--- src/rtl/tensor_line_unpacker.sv ---
// -----------------------------------------------------------------------------
// tensor_line_unpacker
//
// Upstream feeder for the tensor reordering stage. Accepts DMA lines holding N
// packed COO tensor elements over a valid/ready handshake. It then issues the
// elements one at a time, in ascending slot order, on a single-cycle strobe.
// The reordering stage has no backpressure, so consecutive strobes are always
// at least ISSUE_GAP cycles apart.
//
// Parameters
//   TENSOR_WIDTH   width of one packed element
//   DMA_DATA_WIDTH width of one DMA line (integer multiple of TENSOR_WIDTH)
//   ISSUE_GAP      minimum spacing, in cycles, between output strobes (>= 1)
//   COUNT_WIDTH    width of the statistics counters
//
// Ports
//   clk                       clock
//   rst                       synchronous, active-low reset
//   in_line_valid             a DMA line is present on the input
//   in_line_ready             line can be accepted this cycle (= !busy)
//   in_line_data              packed line, element k at [(k+1)*TW-1 : k*TW]
//   in_line_num_valid         valid elements in the line, counted from k=0
//   halt                      suspends element issue while high
//   output_tensor_element_en  one-cycle strobe marking a valid element
//   output_tensor_element     element being issued (holds between strobes)
//   busy                      a line is held in the block
//   elem_count                elements issued since reset (wraps)
//   line_count                lines accepted since reset (wraps)
// -----------------------------------------------------------------------------
module tensor_line_unpacker #(
   parameter int TENSOR_WIDTH   = 128,
   parameter int DMA_DATA_WIDTH = 512,
   parameter int ISSUE_GAP      = 3,
   parameter int COUNT_WIDTH    = 32,
   localparam int N             = DMA_DATA_WIDTH / TENSOR_WIDTH,
   localparam int NV_W          = $clog2(N) + 1
) (
   input  logic                      clk,
   input  logic                      rst,
   input  logic                      in_line_valid,
   output logic                      in_line_ready,
   input  logic [DMA_DATA_WIDTH-1:0] in_line_data,
   input  logic [NV_W-1:0]           in_line_num_valid,
   input  logic                      halt,
   output logic                      output_tensor_element_en,
   output logic [TENSOR_WIDTH-1:0]   output_tensor_element,
   output logic                      busy,
   output logic [COUNT_WIDTH-1:0]    elem_count,
   output logic [COUNT_WIDTH-1:0]    line_count
);

   // Gap counter holds ISSUE_GAP-1 at most; keep at least one bit so the
   // ISSUE_GAP=1 build still has a (constant-zero) counter.
   localparam int GAP_W = (ISSUE_GAP > 1) ? $clog2(ISSUE_GAP) : 1;
   localparam logic [GAP_W-1:0] GAP_RELOAD = GAP_W'(ISSUE_GAP - 1);
   localparam logic [NV_W-1:0]  NV_MAX     = NV_W'(N);

   typedef enum logic [0:0] {
      ST_IDLE  = 1'b0,
      ST_ISSUE = 1'b1
   } state_t;

   state_t                    state_r;
   state_t                    state_nxt_s;

   // Line buffer shifts right by one element per issue, so the element to
   // issue next is always in the lowest slot.
   logic [DMA_DATA_WIDTH-1:0] line_r;
   logic [NV_W-1:0]           nv_r;
   logic [NV_W-1:0]           idx_r;
   logic [GAP_W-1:0]          gap_r;
   logic                      elem_en_r;
   logic [TENSOR_WIDTH-1:0]   elem_r;
   logic [COUNT_WIDTH-1:0]    elem_cnt_r;
   logic [COUNT_WIDTH-1:0]    line_cnt_r;

   logic                      accept_s;
   logic                      issue_s;
   logic                      last_s;
   logic [NV_W-1:0]           nv_clamp_s;

   // Ready is a pure decode of the state register, independent of valid.
   assign busy                     = (state_r == ST_ISSUE);
   assign in_line_ready            = !busy;
   assign output_tensor_element_en = elem_en_r;
   assign output_tensor_element    = elem_r;
   assign elem_count               = elem_cnt_r;
   assign line_count               = line_cnt_r;

   // Next-state, acceptance, issue decision and num_valid clamping.
   always_comb begin
      accept_s    = 1'b0;
      issue_s     = 1'b0;
      last_s      = 1'b0;
      nv_clamp_s  = in_line_num_valid;
      state_nxt_s = state_r;

      if (in_line_num_valid > NV_MAX) begin
         nv_clamp_s = NV_MAX;
      end else begin
         nv_clamp_s = in_line_num_valid;
      end

      accept_s = in_line_valid && (state_r == ST_IDLE);

      case (state_r)
         ST_IDLE: begin
            // An empty line is counted but never enters ISSUE.
            if (accept_s && (nv_clamp_s != {NV_W{1'b0}})) begin
               state_nxt_s = ST_ISSUE;
            end else begin
               state_nxt_s = ST_IDLE;
            end
         end
         ST_ISSUE: begin
            issue_s = !halt && (gap_r == {GAP_W{1'b0}}) && (idx_r < nv_r);
            last_s  = issue_s && ((idx_r + NV_W'(1)) == nv_r);
            if (last_s) begin
               state_nxt_s = ST_IDLE;
            end else begin
               state_nxt_s = ST_ISSUE;
            end
         end
         default: begin
            state_nxt_s = ST_IDLE;
         end
      endcase
   end

   // State register.
   always_ff @(posedge clk) begin
      if (!rst) begin
         state_r <= ST_IDLE;
      end else begin
         state_r <= state_nxt_s;
      end
   end

   // Line buffer, clamped element count and issue index.
   always_ff @(posedge clk) begin
      if (!rst) begin
         line_r <= {DMA_DATA_WIDTH{1'b0}};
         nv_r   <= {NV_W{1'b0}};
         idx_r  <= {NV_W{1'b0}};
      end else if (accept_s) begin
         line_r <= in_line_data;
         nv_r   <= nv_clamp_s;
         idx_r  <= {NV_W{1'b0}};
      end else if (issue_s) begin
         line_r <= line_r >> TENSOR_WIDTH;
         nv_r   <= nv_r;
         idx_r  <= idx_r + NV_W'(1);
      end else begin
         line_r <= line_r;
         nv_r   <= nv_r;
         idx_r  <= idx_r;
      end
   end

   // Gap counter: free-running countdown to zero, reloaded on every issue.
   // It ignores halt and line boundaries so spacing holds across lines.
   always_ff @(posedge clk) begin
      if (!rst) begin
         gap_r <= {GAP_W{1'b0}};
      end else if (issue_s) begin
         gap_r <= GAP_RELOAD;
      end else if (gap_r != {GAP_W{1'b0}}) begin
         gap_r <= gap_r - GAP_W'(1);
      end else begin
         gap_r <= gap_r;
      end
   end

   // Output strobe and element register; element holds between strobes.
   always_ff @(posedge clk) begin
      if (!rst) begin
         elem_en_r <= 1'b0;
         elem_r    <= {TENSOR_WIDTH{1'b0}};
      end else if (issue_s) begin
         elem_en_r <= 1'b1;
         elem_r    <= line_r[TENSOR_WIDTH-1:0];
      end else begin
         elem_en_r <= 1'b0;
         elem_r    <= elem_r;
      end
   end

   // Statistics counters, wrapping modulo 2^COUNT_WIDTH.
   always_ff @(posedge clk) begin
      if (!rst) begin
         elem_cnt_r <= {COUNT_WIDTH{1'b0}};
         line_cnt_r <= {COUNT_WIDTH{1'b0}};
      end else begin
         if (issue_s) begin
            elem_cnt_r <= elem_cnt_r + COUNT_WIDTH'(1);
         end else begin
            elem_cnt_r <= elem_cnt_r;
         end
         if (accept_s) begin
            line_cnt_r <= line_cnt_r + COUNT_WIDTH'(1);
         end else begin
            line_cnt_r <= line_cnt_r;
         end
      end
   end

endmodule

--- config.mk ---
export PLATFORM = sky130hd
export DESIGN_NAME = tensor_line_unpacker
export DESIGN_NICKNAME = d
export VERILOG_FILES = /design/src/rtl/tensor_line_unpacker.sv
export SDC_FILE = /design/constraint.sdc
export NUM_CORES = 1
export LEC_CHECK = 0
export BUFFER_PORTS_ARGS = -buffer_cell sky130_fd_sc_hd__buf_2
export CORE_AREA = 2 2 280 282
export DETAILED_ROUTE_END_ITERATION = 10
export DIE_AREA = 0 0 282 284
export GPL_TIMING_DRIVEN = 0
export PLACE_DENSITY = 0.68
export SETUP_SLACK_MARGIN = 0.4
export SYNTH_ARGS = -nofsm -noshare
export SYNTH_HDL_FRONTEND = slang
export SYNTH_SLANG_ARGS = --single-unit
export TNS_END_PERCENT = 50
--- constraint.sdc ---
create_clock -name clk -period 4.8 [get_ports clk]
set_input_delay 0.48 -clock clk [delete_from_list [all_inputs] [get_ports clk]]
set_output_delay 0.48 -clock clk [all_outputs]
set_load 0.01 [all_outputs]
==> key figures, run 1 <==
Outcome
  • Outcome: finished, final reports clean

Floorplanning
  • Die Width: between 200 and 300 µm
  • IO Pins: between 700 and 800
  • Starting density of the core: 0.353
  • Core Footprint: between 70000 and 80000 µm²
  • Die span in y: around 280 µm
  • Row count: between 100 and 150
  • Full die area: between 80000 and 90000 µm²

STA
  • RSZ-0062 raised after global routing: false
  • Setup_tns: 0 ns
  • Min Clock Period, post-route: around 3.7 ns
  • Hold WS: 0.0546 ns
  • Clk_skew: 0.0262 ns
  • Max frequency: about 0.27 GHz
  • Pins Over Slew Limit: 0
  • Fin. Hold Viols: 0
  • Relative slew slack: 0.0595
  • Final setup fails: 0
  • Final WS setup: roughly 1.1 ns
  • Slew @ Worst Pin: 1.41 ns
  • Post-route clock period utilization: 0.776

Job
  • MaxCap Viol Count: 0

Yosys
  • Main synth FF type: dfxtp_1
  • Area leader, netlist: dfxtp_1
  • Synth top area cells: dfxtp_1 (53%), nand2_1 (13%), a31oi_1 (6.0%)
  • Top-count cell post-synth: nand2_1
  • Post-synth EDFFs: 0
  • Cell count after synthesis: around 3300
  • Synth top area share: 0.526
  • Sequential share of the synthesized area: 0.526
  • Syn_area_per_cell: approximately 8 µm²
  • Syn Nets: 3844
  • Yosys warning count: 0
  • Netlist cell types: 46
  • Synth async-reset ratio: 0
  • Most frequent cells after synthesis: nand2_1 (907), dfxtp_1 (714), o21ai_0 (278)
  • Number of synthesized register bits: about 710
  • Synth Cell Area: 27200 µm²

Pwr
  • Net Sw Frac: 0.259
  • Combinational Power Share: 0.095
  • Reg power frac: 0.453
  • Psw: approximately 3.7 mW
  • VDD IR-drop max: a little over 0.3 mV
  • Lkg Pwr: about 14 nW
  • Pwr Density: between 400 and 500 nW/µm²
  • PnR Total Power: around 14 mW
  • Int Power: between 10 and 15 mW
  • Clock power frac: 0.451

Clock network
  • Clk slew on worst S/H paths: roughly 0.06 ns
  • Worst skew pair latency: between 0.6 and 0.7 ns
  • CTS tree: yes
  • Root buffer cell: clkbuf_16
  • CTS HTree Levels: 3
  • Post_cts resized: 0
  • Cts bufs inserted: 80
  • CTS Sinks: ~700
  • Setup Fix Bufs, Post-CTS: 0
  • Max clock buf depth: 3
  • Hold-fix buffers at CTS: 0

Global route
  • Largest net degree at the start of global routing: 15
  • Vias in the first global route: ~27000
  • Gr usage total: 0.278
  • Antenna violations before repair: 70
  • GRT Residual Overflow: 0
  • First-pass GRT wire length: roughly 170 mm

Setup path
  • CP max stage cell: clkbuf_1
  • WS Path Type: reg2reg
  • Reg2Reg Setup Slack: 1.07 ns
  • Worst R2R Path Depth: 10
  • Buf/Inv on CP: 4
  • Critical Path Max Stage Delay: slightly above 1 ns
  • Crit path capture type: flop
  • Levels on crit path: 10
  • Crit-path cells: inv_1 -> ha_1 -> nor2b_1 -> o21ai_0 -> buf_2 -> nand2_1 -> clkbuf_1 -> clkbuf_1 -> nand2_1 -> a31oi_1
  • CP arrival: 4.26 ns
  • FF-to-FF Start: nv_r[1]
  • Reg2reg end: line_r[122]
  • Delay-heaviest family, CP: buffers and inverters
  • CP Launch Type: flop
  • CP Data Required Time: between 5 and 6 ns
  • Crit path max fanout: 10

Drt
  • Routed wire per std cell: 22.1 µm
  • Vias per inst: ~5.3
  • DR pass1 iterations: 5
  • ANT nets after route: 0
  • DRC Markers: 0
  • Vias: approximately 28000
  • Final wirelength: between 100 and 150 mm
  • Initial DRC Count: about 1900

Final layout
  • Final core utilization: 0.455
  • FILL cells: around 7800
  • Layout area overhead: 28.7%
  • Fin cells: around 5300
  • Layout Cell Area excl Fill: approximately 35000 µm²
  • Final #Nets: 4639
  • Layout cell share with drive strength beyond 1: 0.225

Place
  • Gpl congestion: roughly 0.94
  • HPWL after detailed placement: approximately 88 mm
  • Dpl cells: ~5100
  • DP Worst Slack: ~0.99 ns
  • DP Area: 32100 µm²
  • Input/output buffers: 712

Hold path
  • Hold-critical path endpoint: line_r[453]
  • Worst Hold Launch: in_line_data[453]
  • WHS Path Cells: 2
  • Hold Path Class: in2reg
registers in the layout (all words and copies together) (netlist names):
name,count
busy,1
elem_count,32
gap_r,2
idx_r,3
line_count,32
line_r,512
nv_r,3
output_tensor_element,128
output_tensor_element_en,1
metal layers:
layer	track usage	share of wire	up-vias
li1	-	-	13200
met3	0.0603	0.085	298
met2	0.450	0.46	1229
met5	0	0.0020	-
met4	0.148	0.049	34
met1	0.343	0.40	13300
worst max-delay path by stage:
stage,end,slack (ns),startpoint
finish,line_r[122],1.07,nv_r[1]
global route,line_r[122],0.82,nv_r[1]
CTS,line_r[122],0.98,nv_r[1]
detailed placement,line_r[122],0.99,nv_r[1]
global placement,line_r[271],0.78,nv_r[1]
floorplan,line_r[226],2.75,nv_r[1]
final cells by class:
class	count	area, µm²	area share
Multi-Input combinational cell	2302	11600	0.331
Antenna cell	51	128	0.00365
Buffer	288	1260	0.0359
Clock inverter	32	424	0.0121
Sequential cell	714	14300	0.409
Clock buffer	115	2360	0.0674
Inverter	15	56.3	0.00161
Tap cell	1040	1300	0.0372
Timing Repair Buffer	713	3580	0.102
power by group through the flow:
stage	Clock [mW]	Combinational [mW]	Sequential (mW)
after floorplan	0	0.729	6.56
after global placement	0	1.33	6.61
after detailed placement	0	1.35	6.61
after CTS	6.54	1.36	6.49
after global routing	6.80	1.50	6.53
final	6.47	1.37	6.49
cells by family (layout without fill, tap and decap cells):
group / after synthesis / in the layout / synth area share
other cells: 0 / 51 / 0
fa+ha+maj: 6 / 6 / 0.00276
xor+xnor: 42 / 42 / 0.0135
compound gates: 982 / 982 / 0.223
simple gates: 1272 / 1272 / 0.187
flops: 714 / 714 / 0.526
buf+inv: 303 / 1163 / 0.0480
worst register-to-register path: cells and delay by family, from the launching register on:
family,cells,cell delay (ns)
AND/OR/NAND/NOR,3,0.82
buffers and inverters,4,1.80
adder cells (fa/ha/maj),1,0.26
AO/OA/AOI/OAI,2,0.39
flip-flops,1,0.37
placed cells by master, fill, tap and decap left out, drive strengths merged, types with 5 or more instances in the layout:
| cell type | netlist | final |
|---|---|---|
| a22o | 92 | 92 |
| bufinv | 0 | 7 |
| clkbuf | 200 | 315 |
| nand3 | 17 | 17 |
| ha | 6 | 6 |
| diode | 0 | 51 |
| buf | 88 | 801 |
| dfxtp | 714 | 714 |
| nand2 | 907 | 907 |
| a22oi | 22 | 22 |
| nor4 | 7 | 7 |
| xor2 | 24 | 24 |
| clkinv | 0 | 16 |
| xnor2 | 18 | 18 |
| a21oi | 215 | 215 |
| nor2 | 254 | 254 |
| inv | 15 | 18 |
| o221ai | 102 | 102 |
| a31oi | 260 | 260 |
| and2 | 6 | 6 |
| nor3 | 10 | 10 |
| clkinvlp | 0 | 6 |
| o21a | 5 | 5 |
| or3 | 17 | 17 |
| nand4 | 25 | 25 |
| o21ai | 279 | 279 |
| and3 | 6 | 6 |
(Power assumes the default switching activity.)
==> run 2: changes to the inputs <==
- CORE_AREA: 2 2 280 282 -> 2 2 279 281
- DIE_AREA: 0 0 282 284 -> 0 0 281 283
- PLACE_DENSITY: 0.68 -> 0.71
- clock period: 4.8 -> 3.2 ns (I/O delays scaled with it)
==> run 2 against run 1 <==
Clock-buffer cell count is 2 higher; flip-flop and latch count stayed put; via count increased by 7.8%; critical path depth fell by 5; wire length is 4.5% higher; combinational power up 82%; cell area grew 10%; non-clock buffer count grew 372; register-to-register slack lost 0.69 ns; critical endpoint is now line_r[351]; largest cell class unchanged; largest power group unchanged; highest routed layer unchanged.
==> key figures, run 2 (same netlist as run 1, synthesis figures left out) <==
Drt
  • ANT nets after route: 0 (unchanged)
  • DR pass1 iterations: 8 (+3)
  • Final wirelength: 122 mm (+4.5%)
  • DRC Markers: 0 (unchanged)
  • Vias: 30300 (+7.8%)
  • Initial DRC Count: 2672 (+38%)
  • Vias per inst: 5.39 (+1.2%)
  • Routed wire per std cell: 21.7 µm (-1.9%)

Global route
  • Gr usage total: 0.293 (+0.0147)
  • Antenna violations before repair: 33 (-53%)
  • First-pass GRT wire length: 176 mm (+6.2%)
  • Largest net degree at the start of global routing: 14 (-1)
  • Vias in the first global route: 29500 (+11%)
  • GRT Residual Overflow: 0 (unchanged)

Final layout
  • Layout area overhead: 42.0%
  • Most common cell after layout, fill and taps aside: nand2_1
  • Layout cell share with drive strength beyond 1: 0.213 (-0.0129)
  • Most frequent cells in the layout: nand2_1 (905), buf_2 (768), dfxtp_1 (714), dlygate4sd3_1 (373), o21ai_0 (277)
  • Top reg by flops: line_r
  • Layout Cell Area excl Fill: 38600 µm² (+10%)
  • Number of flip-flops in the largest register: 512 (unchanged)
  • Final #Nets: 5010 (+8.0%)
  • FILL cells: 7079 (-9.8%)

Pwr
  • VDD IR-drop max: 0.395 mV (+28%)
  • PnR Total Power: 21.6 mW (+51%)
  • Lkg Pwr: 15.6 nW (+11%)
  • Pwr Density: 559 nW/µm² (+37%)

Setup path
  • CP Launch Type: input port
  • CP Data Required Time: 3.74 ns (-1.59 ns)
  • Worst R2R Path Depth: 6 (-4)
  • FF-to-FF Start: busy
  • Reg2reg end: line_r[119]
  • WS Path Type: in2reg
  • Reg2Reg Setup Slack: 0.38 ns (-0.69 ns)
  • Crit path capture type: flop
  • Critical Path Sink: line_r[351]
  • Crit path max fanout: 10 (unchanged)
  • CP arrival: 3.47 ns (-0.79 ns)
  • Crit path from: rst

Place
  • Input/output buffers: 712 (unchanged)
  • DP Area: 32100 µm² (about the same)
  • HPWL after detailed placement: 87.1 mm (-1.0%)
  • Gpl congestion: 0.929 (-0.93%)

STA
  • Fin. Hold Viols: 0 (unchanged)
  • Final setup fails: 0 (unchanged)
  • Slew @ Worst Pin: 1.45 ns (+0.0380 ns)
  • Clk_skew: 0.0254 ns (-0.000754 ns)
  • RSZ-0062 raised after global routing: true
  • Setup_tns: 0 ns (unchanged)
  • Relative slew slack: 0.0341 (-0.0253)
  • Post-route clock period utilization: 0.915
  • Max frequency: approximately 0.34 GHz
  • Pins Over Slew Limit: 0 (unchanged)
  • Min Clock Period, post-route: between 2 and 3 ns

Floorplanning
  • Row count: 102 (unchanged)
  • Die span in y: 283 µm (-0.35%)
  • Full die area: 79500 µm² (-0.71%)
  • IO Pins: 714 (unchanged)
  • Starting density of the core: 0.354 (+0.00118)
  • Core Footprint: 76700 µm² (-0.33%)
  • Die Width: 281 µm (-0.35%)

Clock network
  • CTS Sinks: 714 (unchanged)
  • Clk slew on worst S/H paths: 0.06 ns (about the same)
  • CTS tree: yes
  • Max clock buf depth: 3 (unchanged)
  • Worst skew pair latency: 0.64 ns (about the same)
  • CTS HTree Levels: 3 (unchanged)
  • Root buffer cell: clkbuf_16
  • Cts bufs inserted: 79 (-1.3%)
  • Setup Fix Bufs, Post-CTS: 0 (unchanged)

Hold path
  • WHS Path Cells: 3 (+1)
  • Hold Path Class: in2reg

Outcome
  • Outcome: finished, final reports clean

Job
  • MaxCap Viol Count: 0 (unchanged)
run 2: cell types whose count changed in the layout (fill, tap and decap cells not counted), sizes merged, moves of 2 or more:
cell / before / now
clkbuf: 315 / 317
diode: 51 / 30
clkinvlp: 6 / 2
dlygate4sd3: 0 / 373
bufinv: 7 / 5
run 2: power breakdown:
group / switching, mW / total [mW] / internal [mW]
logic: 1.45 / 2.50 / 1.05
clock network: 3.88 / 9.33 / 5.46
registers: 0.316 / 9.75 / 9.44
total: 5.64 / 21.6 / 15.9
run 2: final cells by class:
type / count / area (µm²) / area share
antenna: 30 / 75.1 / 0.00195
sequential: 714 / 14300 / 0.370
tap: 1040 / 1300 / 0.0337
clock inverter: 24 / 317 / 0.00820
inverter: 15 / 56.3 / 0.00146
multi-input combinational: 2302 / 11600 / 0.301
timing repair buffer: 1085 / 7300 / 0.189
clock buffer: 117 / 2320 / 0.0602
buffer: 288 / 1330 / 0.0345
run 2: how the worst min path moves through the flow:
stage | start | endpoint | slack, ns
4_1_cts | in_line_data[208] | line_r[208] | 0.0005
3_5_place_dp | gap_r[0] | gap_r[0] | 0.43
6_report | in_line_data[246] | line_r[246] | 0.03
5_1_grt | in_line_data[258] | line_r[258] | 0.03
2_1_floorplan | gap_r[0] | gap_r[0] | 0.41
3_3_place_gp | gap_r[0] | gap_r[0] | 0.42
run 2: routing by layer:
| metal | track usage | share of wire |
|---|---|---|
| met1 | 0.358 | 0.39 |
| met2 | 0.465 | 0.45 |
| met3 | 0.0659 | 0.096 |
| met4 | 0.183 | 0.067 |
| met5 | 0 | 0.00076 |
run 2: critical path, cell delays in order:
cell and delay (ns):
clkbuf_1 0.58, clkbuf_1 0.95, clkbuf_1 0.85, o21ai_0 0.49, a31oi_1 0.27
run 2: what timing repair did:
item | 4_1_cts | 5_1_grt
endpoints found under the setup margin | 607 | 317
endpoints found under the hold margin | 373 | 0
gates resized for setup | 26 | 47
cloned | 0 | 0
hold buffers | 373 | 0
run 2: stage by stage:
step	hold WS, ns	worst slack (ns)	util	cells
after detailed placement	0.434	-0.597	0.418	5071
after CTS	0.000453	0.395	0.502	5585
after floorplan	0.412	1.15	-	3319
after global routing	0.0277	0.327	0.503	5604
final	0.0326	0.273	0.503	5615
after global placement	0.418	-0.834	0.418	5071
